==> config.mk <==
export PLATFORM = sky130hd
export DESIGN_NAME = mask_rle_reader
export DESIGN_NICKNAME = d
export VERILOG_FILES = /design/src/rtl/mask_rle_reader.sv
export SDC_FILE = /design/constraint.sdc
export NUM_CORES = 1
export LEC_CHECK = 0
export CAP_MARGIN = 5
export CORE_AREA = 3 3 92 94
export DETAILED_ROUTE_END_ITERATION = 7
export DIE_AREA = 0 0 95 97
export PLACE_DENSITY_LB_ADDON = 0.05
export SLEW_MARGIN = 20
export SYNTH_ARGS = -nofsm -noshare
export SYNTH_HDL_FRONTEND = slang
export SYNTH_SLANG_ARGS = --single-unit
==> constraint.sdc <==
create_clock -name app_clk -period 7.9 [get_ports app_clk]
set_clock_uncertainty 0.2 [all_clocks]
set_input_delay 2.37 -clock app_clk [delete_from_list [all_inputs] [get_ports app_clk]]
set_output_delay 2.37 -clock app_clk [all_outputs]
set_load 0.02 [all_outputs]
==> src/rtl/mask_rle_reader.sv <==
// mask_rle_reader: raster-scans a 1-bit mask frame from a registered-read RAM and streams per-row run-length words.
module mask_rle_reader #(
  parameter int H_IMG_RES = 640,
  parameter int V_IMG_RES = 480,
  parameter int ADDR_W    = 19,
  parameter int RUN_W     = 16
) (
  input  logic              app_clk,
  input  logic              app_rst,
  input  logic              start,
  output logic              busy,
  output logic              done,
  output logic [ADDR_W-1:0] mem_addr,
  input  logic              mem_rd_data,
  output logic              rle_valid,
  input  logic              rle_ready,
  output logic [RUN_W:0]    rle_data,
  output logic              rle_eol,
  output logic              rle_eof
);
  localparam int XW = $clog2(H_IMG_RES + 1);
  localparam int YW = $clog2(V_IMG_RES);
  localparam logic [RUN_W-1:0] RUN_MAX = '1;
  typedef enum logic [1:0] {IDLE, SCAN, ROW_END, LAST} state_t;
  state_t state, state_n;
  logic [XW-1:0] px;
  logic [YW-1:0] py;
  logic [ADDR_W-1:0] base;
  logic cur_pix;
  logic [RUN_W-1:0] cur_len;
  logic loadable, emit, stall, last_row, hs_eof;
  assign busy     = state != IDLE;
  assign loadable = !rle_valid || rle_ready;
  assign last_row = py == YW'(V_IMG_RES - 1);
  assign hs_eof   = rle_valid && rle_ready && rle_eof;
  always_comb begin
    emit = (state == SCAN) ? (cur_len != '0 && (mem_rd_data != cur_pix || cur_len == RUN_MAX))
                           : (state == ROW_END);
    stall = emit && !loadable;
    state_n = state;
    case (state)
      IDLE:    state_n = start ? SCAN : IDLE;
      SCAN:    state_n = (!stall && px == XW'(H_IMG_RES - 1)) ? ROW_END : SCAN;
      ROW_END: state_n = stall ? ROW_END : (last_row ? LAST : SCAN);
      LAST:    state_n = hs_eof ? IDLE : LAST;
      default: state_n = IDLE;
    endcase
    // a stalled pixel re-presents its own address so the RAM keeps returning it
    mem_addr = (state == SCAN) ? base + ADDR_W'(px) + ADDR_W'(!stall)
             : (state == ROW_END && !last_row) ? base + ADDR_W'(H_IMG_RES) : '0;
  end
  always_ff @(posedge app_clk) begin
    if (app_rst) begin
      state     <= IDLE;
      px        <= '0;
      py        <= '0;
      base      <= '0;
      cur_pix   <= 1'b0;
      cur_len   <= '0;
      done      <= 1'b0;
      rle_valid <= 1'b0;
      rle_data  <= '0;
      rle_eol   <= 1'b0;
      rle_eof   <= 1'b0;
    end else begin
      state <= state_n;
      done  <= state == LAST && hs_eof;
      if (state == IDLE && start) begin
        px      <= '0;
        py      <= '0;
        base    <= '0;
        cur_len <= '0;
      end
      if (state == SCAN && !stall) begin
        px      <= px + 1'b1;
        cur_pix <= mem_rd_data;
        cur_len <= (emit || cur_len == '0) ? RUN_W'(1) : cur_len + 1'b1;
      end
      if (state == ROW_END && !stall) begin
        px      <= '0;
        py      <= py + 1'b1;
        base    <= base + ADDR_W'(H_IMG_RES);
        cur_len <= '0;
      end
      if (emit && !stall) begin
        rle_valid <= 1'b1;
        rle_data  <= {cur_pix, cur_len};
        rle_eol   <= state == ROW_END;
        rle_eof   <= state == ROW_END && last_row;
      end else if (rle_ready) begin
        rle_valid <= 1'b0;
      end
    end
  end
endmodule
==> impl_metrics.tcl, run 1 <==
set metrics [dict create \
    run_status "completed" \
    path_clk_slew_ns 0.08 \
    clock_path_buffers 2 \
    power_density_nw_per_um2 143.7 \
    top_level_ports 46 \
    max_freq_mhz 130.1 \
    placed_cell_area_um2 4745 \
    top_signal_layer_used "met4" \
    grt_antenna_before_repair 0 \
    tritoncts_clock_tree "yes" \
    cts_htree_levels 3 \
    timing.critical_path.cells "clkdlybuf4s50_1 -> xnor2_2 -> a21oi_1 -> nand2_1 -> a21o_1 -> ha_1 -> buf_4 -> and3_1 -> nand3_1 -> nor2_1 -> xnor2_1 -> o22ai_1 -> clkdlybuf4s50_1" \
    dp_hpwl_um 7416 \
    synthDominantCellAreaShare 0.3340 \
    n_fill_cell 695 \
    timing.critical_path.to_type "output pin" \
    cts_inserted_buffers 9 \
    post_cts_resize_count 5 \
    yosys.cell_types.count 67 \
    fin_crit_ns 7.685 \
    power_leakage_uw 0.001910 \
    hold_class "reg -> reg" \
    floorplan.die.height_um 97 \
    synthesis_to_layout_area_growth_pct 16.94 \
    holdBufCountCts 0 \
    routedWlPerCell_um 15.64 \
    final_net_count 582 \
    yosys_warnings 0 \
    postCtsSetupBuffers 0 \
    synthArstFlopShare 0 \
    antenna_left 0 \
    grt_pass1_vias 3467 \
    cpPeakStageDelay_ns 0.63 \
    worst_ep_arrival_time_ns 5.12 \
    post_synth_instance_area_um2 4255 \
    drc 0 \
    worst_path_cell_with_the_longest_stage_delay "sky130_fd_sc_hd__clkdlybuf4s50_1" \
    gp_congestion 0.9102 \
    grt_overflow 0 \
    firstDrtPassIters 6 \
    grt_max_degree 40 \
    rsz_0062_raised_after_global_routing "false" \
    rows 32 \
    worstPathMaxFanout 2 \
    synth_top_flop_cell "sky130_fd_sc_hd__dfxtp_1" \
    detailroute.wirelength.met3_um 718 \
    finalSetupViolations 0 \
    floorplan.core_area_um2 7727 \
    post_synth_main_area_contributors "sky130_fd_sc_hd__dfxtp_1 (33%), sky130_fd_sc_hd__nand2_1 (5.6%), sky130_fd_sc_hd__a21oi_1 (4.8%), sky130_fd_sc_hd__mux2i_1 (4.5%), sky130_fd_sc_hd__nor2_1 (4.1%)" \
    synth.largest_area_cell "sky130_fd_sc_hd__dfxtp_1" \
    timing.max_cap.violations 0 \
    routed_wirelength_um 10540 \
    clk_latency_ns 0.35 \
    synthCells 536 \
    timing.slew.headroom 0.3793 \
    synth-seq-cells 71 \
    design_power_total_uw 715.2 \
    setup_slack_ns 0.2150 \
    cell_with_the_most_instances_after_synthesis "sky130_fd_sc_hd__dfxtp_1" \
    dp.cells 657 \
    clock_tree.root_cell "sky130_fd_sc_hd__clkbuf_8" \
    num_vias 4116 \
    path_delay_family "buffers and inverters" \
    sink_count 71 \
    port-buffer-count 45 \
    postLayoutCellArea_um2 4976 \
    n_antenna_cell 0 \
    final-hold-violation-count 0 \
    worstSetupPathType "in -> out" \
    fp.dieArea_um2 9215 \
    tightestPinTransition_ns 0.9277 \
    finalSetupTns_ns 0 \
    synth_common_cells "sky130_fd_sc_hd__dfxtp_1 (71), sky130_fd_sc_hd__nand2_1 (64), sky130_fd_sc_hd__nor2_1 (47)" \
    synth_sequential_area_ratio 0.3340 \
    drt-vias-per-instance 6.107 \
    irDropWorstVdd_mv 0.09380 \
    final-instance-count-excl-fill 674 \
    worst_setup_path_start_kind "primary input" \
    chipWidth_um 95 \
    detail_route.iter0.violations 279 \
    starting_utilization_of_the_core_area 0.5507 \
    dpl_worst_slack_ns -0.1407 \
    crit_top_cell "sky130_fd_sc_hd__clkdlybuf4s50_1" \
    syn_nets 551 \
    grt_util_all_layers 0.2256 \
    met2RoutedLength_um 4498 \
    layout-drive-gt1-share 0.1049 \
    timing.critical_path.buf_inv 3 \
    post_synth_edffs 0 \
    min_period_over_period 0.9728 \
    timing.final.max_slew_violations 0 \
    drt-met1-wl_um 5195 \
    post_synth.cell_area_avg_um2 7.939 \
    wire_length_of_the_first_global_routing_pass_um 17010 \
    worstPathRequired_ns 5.33 \
]
[worst register-to-register path, stage by stage, from the launching register on]
cell and delay (ns):
sky130_fd_sc_hd__dfxtp_1 0.41, sky130_fd_sc_hd__inv_1 0.10, sky130_fd_sc_hd__ha_1 0.20, sky130_fd_sc_hd__nor4b_1 0.14
sky130_fd_sc_hd__and4_1 0.25, sky130_fd_sc_hd__nor4bb_4 0.66, sky130_fd_sc_hd__buf_6 0.25, sky130_fd_sc_hd__a41oi_1 0.12
sky130_fd_sc_hd__a311oi_1 0.28
[registers in the layout, summed over array words and instances, names as in the netlist]
name and count:
cur_pix 1, px 10, py 9, state 2
rle_eol 1, rle_eof 1, done 1, base 12
rle_valid 1, cur_len 16, rle_data 17
[cell type report]
type / instances / area [µm²] / area share
Clock inverter: 6 / 70.07 / 0.01408
Clock buffer: 10 / 127.6 / 0.02565
Multi-Input combinational cell: 415 / 2608 / 0.5240
Inverter: 9 / 33.78 / 0.006789
Tap cell: 102 / 127.6 / 0.02565
Timing Repair Buffer: 61 / 588.1 / 0.1182
Sequential cell: 71 / 1421 / 0.2856
[layout by cell type (no fill, tap or decap), drive strengths merged, types with 6 or more instances in the layout]
cell type       n
a21o            6
a21oi          42
a22oi           8
a311oi         11
a31oi          17
and3           13
buf            16
clkbuf         10
clkdlybuf4s50  35
dfxtp          71
dlymetal6s2s    7
ha             10
inv            10
mux2i          19
nand2          64
nand2b          7
nand3          28
nand4           7
nor2           48
nor3           15
o21ai          32
o22ai           7
xnor2           8
[path summary, 6_finish.rpt]
kind / cells after the start / start / endpoint / slack [ns]
setup / recovery: 13 / mem_rd_data / mem_addr[7] / 0.21
hold / removal: 2 / rle_data[11]$_SDFFE_PP0P_ / rle_data[11]$_SDFFE_PP0P_ / 0.26
setup reg to reg: 8 / cur_len[0]$_SDFFE_PP0P_ / cur_len[3]$_SDFFE_PP0P_ / 5.21
hold reg to reg: 2 / rle_data[11]$_SDFFE_PP0P_ / rle_data[11]$_SDFFE_PP0P_ / 0.26
[cells by family (layout without fill, tap and decap cells)]
group           Yosys count  after routing  share of synthesized area
simple gates            216            216                     0.2532
compound gates          158            158                     0.2520
flops                    71             71                     0.3340
buf+inv                  50             86                    0.06027
mux                      19             19                    0.04469
xor+xnor                 12             12                    0.02646
fa+ha+maj                10             10                    0.02940
[power breakdown]
part	leakage [µW]	total (µW)	internal, µW	switching [µW]
Combinational	0.00125	54.4	20.2	34.2
Clock	0.0000891	297	148	149
Sequential	0.000573	364	360	4.52
[metrics by stage]
stage          hold WS (ns)  utilization
2_1_floorplan        0.2509            -
3_3_place_gp         0.2444       0.6140
3_5_place_dp         0.2501       0.6140
4_1_cts              0.2619       0.6396
5_1_grt              0.2814       0.6439
6_report             0.2627       0.6439
[metal layers]
layer  global-route usage  vias up
li1                     -     2034
met1               0.3444     1917
met2               0.3134      153
met3              0.05210       12
met4              0.06215        0
met5                    0        -
(Power assumes the default switching activity.)
==> inputs of run 2 (changes only) <==
Settings changed: SLEW_MARGIN 20 to unset.
==> impl_metrics.tcl, run 2 (synthesis gave the netlist of run 1 again) <==
set metrics [dict create \
    grt_overflow 0 \
    worstPathRequired_ns 5.33 \
    top_signal_layer_used "met4" \
    timing.critical_path.cells "clkdlybuf4s50_1 -> xnor2_2 -> a21oi_1 -> nand2_1 -> a21o_1 -> ha_1 -> buf_4 -> and3_1 -> nand3_1 -> nor2_1 -> xnor2_1 -> o22ai_1 -> clkdlybuf4s50_1" \
    dp.cells 657 \
    cts_inserted_buffers 9 \
    worstSetupEndpoint "mem_addr[7]" \
    drt-vias-per-instance 6.172 \
    reg2reg_slack_ns 4.90 \
    tritoncts_clock_tree "yes" \
    worst_setup_path_start_kind "primary input" \
    drt-met1-wl_um 5100 \
    dpl_worst_slack_ns -0.1407 \
    worstSetupPathType "in -> out" \
    power_leakage_uw 0.001904 \
    firstDrtPassIters 5 \
    tightestPinTransition_ns 1.178 \
    final_core_util 0.6425 \
    hold_path_startpoint "rle_data[11]$_SDFFE_PP0P_" \
    grt_antenna_before_repair 0 \
    dp_hpwl_um 7416 \
    layout-drive-gt1-share 0.1033 \
    grt_max_degree 40 \
    final_net_count 581 \
    layout_top_registers "rle_data: 17 flops, cur_len: 16 flops, base: 12 flops" \
    gp_congestion 0.9102 \
    cts_htree_levels 3 \
    crit-reg2reg-capture "cur_len[6]$_SDFFE_PP0P_" \
    design_power_total_uw 714.3 \
    detail_route.iter0.violations 291 \
    postLayoutCellArea_um2 4965 \
    largest_register_ffs 17 \
    timing.slew.headroom 0.2134 \
    holdBufCountCts 0 \
    combinationalPowerShare 0.076 \
    final-instance-count-excl-fill 673 \
    crit_top_cell "sky130_fd_sc_hd__clkdlybuf4s50_1" \
    n_antenna_cell 0 \
    rows 32 \
    sink_count 71 \
    worst_path_cell_with_the_longest_stage_delay "sky130_fd_sc_hd__clkdlybuf4s50_1" \
    floorplan.die.height_um 97 \
    max_freq_mhz 130.1 \
    grt_pass1_vias 3467 \
    placed_cell_area_um2 4745 \
    routed_wirelength_um 10530 \
    met2RoutedLength_um 4544 \
    chipWidth_um 95 \
    timing.critical_path.buf_inv 3 \
    irDropWorstVdd_mv 0.09376 \
    worst-r2r-cell-count 7 \
    timing.max_cap.violations 0 \
    registers.top_by_ff_count "rle_data" \
    clk_latency_ns 0.35 \
    total_switching_power_uw 187.0 \
    worst_r2r_startpoint "cur_len[0]$_SDFFE_PP0P_" \
    antenna_left 0 \
    worstPathMaxFanout 2 \
    top_level_ports 46 \
    synthesis_to_layout_area_growth_pct 16.67 \
    setup_slack_ns 0.2154 \
    path_delay_family "buffers and inverters" \
    port-buffer-count 45 \
    power_frac_seq 0.510 \
    routedWlPerCell_um 15.65 \
    run_status "completed" \
    worst_ep_arrival_time_ns 5.11 \
    drc 0 \
    detailroute.wirelength.met3_um 780 \
    starting_utilization_of_the_core_area 0.5507 \
    cpPeakStageDelay_ns 0.63 \
    clock_path_buffers 2 \
    path_clk_slew_ns 0.08 \
    power_density_nw_per_um2 143.9 \
    finalSetupViolations 0 \
    final-hold-violation-count 0 \
    grt_util_all_layers 0.2256 \
    clock_tree.root_cell "sky130_fd_sc_hd__clkbuf_8" \
    worstSetupPathDepth 13 \
    hold_class "reg -> reg" \
    min_period_over_period 0.9727 \
    rsz_0062_raised_after_global_routing "false" \
    worst_setup_path_startpoint "mem_rd_data" \
    fp.dieArea_um2 9215 \
    commonest_cells_after_routing_fill_and_taps_aside "sky130_fd_sc_hd__dfxtp_1 (71), sky130_fd_sc_hd__nand2_1 (64), sky130_fd_sc_hd__nor2_1 (47)" \
    internal_power_uw 527.3 \
    power_switching_share 0.2618 \
    fin_crit_ns 7.685 \
    floorplan.core_area_um2 7727 \
    num_vias 4154 \
    wire_length_of_the_first_global_routing_pass_um 17010 \
    timing.critical_path.to_type "output pin" \
    clock_power_share 0.414 \
    timing.final.max_slew_violations 0 \
    layout_commonest_cell "sky130_fd_sc_hd__dfxtp_1" \
]
run 2: changes by cell type in the layout (fill, tap and decap cells not counted), sizes merged:
cell | previous run | this run
buf | 16 | 15
run 2: metal layers:
metal / vias to the layer above / GRT usage
met1: 1943 / 0.3444
met3: 12 / 0.05210
met2: 162 / 0.3134
met5: - / 0
met4: 0 / 0.06215
li1: 2037 / -
run 2: worst min-delay path by stage:
stage                                endpoint  slack, ns  depth (start not counted)
finish              rle_data[11]$_SDFFE_PP0P_       0.26                          2
detailed placement  rle_data[10]$_SDFFE_PP0P_       0.25                          2
CTS                 rle_data[10]$_SDFFE_PP0P_       0.26                          2
floorplan                  px[9]$_SDFFE_PP0P_       0.25                          1
global placement    rle_data[10]$_SDFFE_PP0P_       0.24                          2
global route         rle_data[3]$_SDFFE_PP0P_       0.28                          2
run 2: final cells by class:
type / count / area [µm²]
tap: 102 / 127.6
multi-input combinational: 415 / 2608
clock inverter: 6 / 70.07
inverter: 9 / 33.78
sequential: 71 / 1421
timing repair buffer: 60 / 576.8
clock buffer: 10 / 127.6
fill: 696 / 2763
run 2: per-stage QoR:
stage,hold WS (ns),TNS [ns]
detailed placement,0.2501,-0.5750
global route,0.2814,0
global placement,0.2444,0
finish,0.2621,0
floorplan,0.2509,0
CTS,0.2619,0
run 2: power by group through the flow:
stage	registers [µW]	logic [µW]	clock network, µW
after global routing	365	59.2	317
after detailed placement	373	53.5	0
final	364	54.2	296
after floorplan	370	38.7	0
after global placement	373	53.0	0
after CTS	364	54.0	300
run 2: worst min-delay path, delay by kind of cell, from the launching register on:
kind          cells  cell delay (ns)
simple gates      1             0.05
mux               1             0.05
flops             1             0.32
run 2: repair_timing:
item                                    CTS  global route
cloned                                    0             0
hold endpoints to repair                  0             0
endpoints found under the setup margin    7             8
buffers inserted                          0             0
resized for setup                         5             8
==> inputs of run 3 (changes only) <==
Settings changed: ABC_AREA set to 1, CORE_AREA 3 3 92 94 to 3 3 91 93, DIE_AREA 0 0 95 97 to 0 0 94 96.
==> impl_metrics.tcl, run 3 <==
set metrics [dict create \
    run_status "completed" \
    grt_pass1_vias 3702 \
    reg2reg_slack_ns 4.96 \
    worstSetupPathType "in -> out" \
    drc 0 \
    synthCells 609 \
    worst_ep_arrival_time_ns 5.15 \
    final_net_count 661 \
    syn_nets 624 \
    n_antenna_cell 0 \
    synth_sequential_area_ratio 0.3486 \
    wire_length_of_the_first_global_routing_pass_um 17420 \
    groute.layer.met2.usage 0.4045 \
    layout_top_registers "rle_data: 17 flops, cur_len: 16 flops, base: 12 flops" \
    antenna_left 0 \
    worstPathMaxFanout 4 \
    postCtsSetupBuffers 0 \
    tritoncts_clock_tree "yes" \
    routed_wirelength_um 10260 \
    layout-drive-gt1-share 0.07834 \
    timing.max_cap.violations 0 \
    global_route_met3_utilization 0.03909 \
    fp.dieArea_um2 9024 \
    cts_inserted_buffers 9 \
    cell_with_the_most_instances_after_synthesis "sky130_fd_sc_hd__nand2_1" \
    worst_setup_path_start_kind "primary input" \
    clk_latency_ns 0.34 \
    path_delay_family "buffers and inverters" \
    port-buffer-count 45 \
    post_synth_edffs 0 \
    worst_r2r_startpoint "state[1]$_SDFF_PP0_" \
    worstPathRequired_ns 5.33 \
    num_vias 4032 \
    power_density_nw_per_um2 159.5 \
    timing.final.max_slew_violations 0 \
    worst-r2r-cell-count 8 \
    starting_utilization_of_the_core_area 0.5360 \
    max_freq_mhz 129.5 \
    yosys_warnings 0 \
    final_core_util 0.6359 \
    hold_path_startpoint "rle_eol$_SDFFE_PP0P_" \
    clock_tree.root_cell "sky130_fd_sc_hd__clkbuf_8" \
    path_clk_slew_ns 0.07 \
    rows 32 \
    hold_class "reg -> reg" \
    top_level_ports 46 \
    grt_antenna_before_repair 0 \
    cpPeakStageDelay_ns 0.60 \
    synthArstFlopShare 0 \
    synth.largest_area_cell "sky130_fd_sc_hd__dfxtp_1" \
    firstDrtPassIters 4 \
    global_route.peak_usage_layer "met2" \
    synth-seq-cells 71 \
    final-hold-violation-count 0 \
    yosys.cell_types.count 40 \
    synthesis_to_layout_area_growth_pct 18.63 \
    min_to "rle_eol$_SDFFE_PP0P_" \
    grt_overflow 0 \
    dp_hpwl_um 7214 \
    floorplan.core_area_um2 7607 \
    synthDominantCellAreaShare 0.3486 \
    chipWidth_um 94 \
    commonest_cells_after_routing_fill_and_taps_aside "sky130_fd_sc_hd__nand2_1 (121), sky130_fd_sc_hd__a21oi_1 (75), sky130_fd_sc_hd__dfxtp_1 (71)" \
    layout_commonest_cell "sky130_fd_sc_hd__nand2_1" \
    crit-reg2reg-capture "base[13]$_SDFFE_PP0P_" \
    registers.top_by_ff_count "rle_data" \
    post_synth_instance_area_um2 4078 \
    grt_max_degree 29 \
    floorplan.die.height_um 96 \
    timing.critical_path.buf_inv 3 \
    worst_path_cell_with_the_longest_stage_delay "sky130_fd_sc_hd__clkdlybuf4s50_1" \
    sink_count 71 \
    holdWs_ns 0.2676 \
    post_synth.cell_area_avg_um2 6.696 \
    min_delay_path_depth 2 \
    detail_route.iter0.violations 223 \
    timing.critical_path.to_type "output pin" \
    irDropWorstVdd_mv 0.07761 \
    timing.critical_path.cells "clkdlybuf4s50_1 -> xnor2_1 -> o21ai_2 -> nand2_2 -> nand2_4 -> nand2_4 -> ha_1 -> inv_1 -> nor2_1 -> nand3_1 -> nor2_1 -> nand2_1 -> o21bai_1 -> o21ai_0 -> nand2_1 -> clkdlybuf4s50_1" \
    synth_common_cells "sky130_fd_sc_hd__nand2_1 (121), sky130_fd_sc_hd__a21oi_1 (76), sky130_fd_sc_hd__dfxtp_1 (71)" \
    tightestPinTransition_ns 1.020 \
    min_period_over_period 0.9777 \
    finalSetupViolations 0 \
    post_synth_main_area_contributors "sky130_fd_sc_hd__dfxtp_1 (35%), sky130_fd_sc_hd__nand2_1 (11%), sky130_fd_sc_hd__a21oi_1 (9.3%), sky130_fd_sc_hd__nand3_1 (7.0%), sky130_fd_sc_hd__nor2_1 (5.9%)" \
    grt_use_met1 0.3177 \
    cts_htree_levels 3 \
    gp_congestion 0.9040 \
    drt-vias-per-instance 5.355 \
    design_power_total_uw 771.4 \
    clock_path_buffers 2 \
    power_leakage_uw 0.001863 \
    timing.slew.headroom 0.3177 \
    largest_register_ffs 17 \
    grt_util_all_layers 0.2426 \
    fin_crit_ns 7.724 \
    synth_top_flop_cell "sky130_fd_sc_hd__dfxtp_1" \
    routedWlPerCell_um 13.63 \
]
==> run 3: changes by cell type after synthesis, sizes merged, moves of 13 or more <==
cell | previous run | this run
a21oi | 42 | 76
and3 | 13 | 0
clkbuf | 23 | 9
nand2 | 64 | 129
a31oi | 17 | 1
inv | 9 | 64
nand3 | 28 | 57
nor2 | 48 | 70
mux2i | 19 | 0
==> run 3: how the worst max path moves through the flow <==
stage                 from           end  slack (ns)  cells past startpoint
2_1_floorplan  mem_rd_data  mem_addr[18]        0.74                     14
3_3_place_gp   mem_rd_data  mem_addr[18]         0.1                     16
3_5_place_dp   mem_rd_data  mem_addr[18]        0.02                     16
4_1_cts        mem_rd_data  mem_addr[18]      0.0007                     16
5_1_grt        mem_rd_data  mem_addr[15]      -0.007                     15
6_report       mem_rd_data   mem_addr[9]        0.18                     16
==> run 3: logic make-up (layout without fill, tap and decap cells) <==
| group | count (synthesis) | count (layout) | synth area share |
|---|---|---|---|
| flip-flops | 71 | 71 | 0.3486 |
| adder cells (fa/ha/maj) | 10 | 10 | 0.03068 |
| buffers and inverters | 91 | 133 | 0.09236 |
| AO/OA/AOI/OAI | 141 | 141 | 0.1878 |
| XOR/XNOR | 14 | 14 | 0.03007 |
| AND/OR/NAND/NOR | 282 | 282 | 0.3105 |
==> run 3: per-stage QoR <==
step	setup slack (ns)	TNS [ns]	instances	area, µm²
finish	0.1762	0	753	4837
global route	-0.006900	-0.01305	753	4837
CTS	0.0007461	0	753	4816
detailed placement	0.02333	0	737	4572
global placement	0.09756	0	737	4572
floorplan	0.7368	0	609	4078
==> run 3: timing repair <==
action / CTS / global route
hold buffers: 0 / 0
resized for setup: 0 / 7
setup endpoints to repair: 0 / 8
==> run 3: tightest hold or removal path, stage by stage (launching register included) <==
cell and delay (ns):
sky130_fd_sc_hd__dfxtp_1 0.32, sky130_fd_sc_hd__nand2_1 0.06, sky130_fd_sc_hd__a21oi_1 0.05
==> run 3: per-layer routing <==
layer  wire [µm]  share of wire
met3         577          0.056
met2        4812           0.47
met5           0              0
met4         123          0.012
met1        4751           0.46
==> run 3: cell type report <==
cell class / count / area, µm²
multi-input cells: 447 / 2288
clock buffers: 9 / 123.9
fillers: 703 / 2770
inverters: 66 / 247.7
repair buffers: 51 / 508.0
clock inverters: 7 / 120.1
well taps: 102 / 127.6
flip-flops and latches: 71 / 1421
==> run 3: where the power goes <==
| part | internal (µW) | leakage [µW] | switching, µW |
|---|---|---|---|
| combinational | 15.1 | 0.00117 | 35.9 |
| sequential | 361 | 0.000573 | 2.60 |
| clock | 211 | 0.000120 | 146 |
| total | 587 | 0.00186 | 185 |
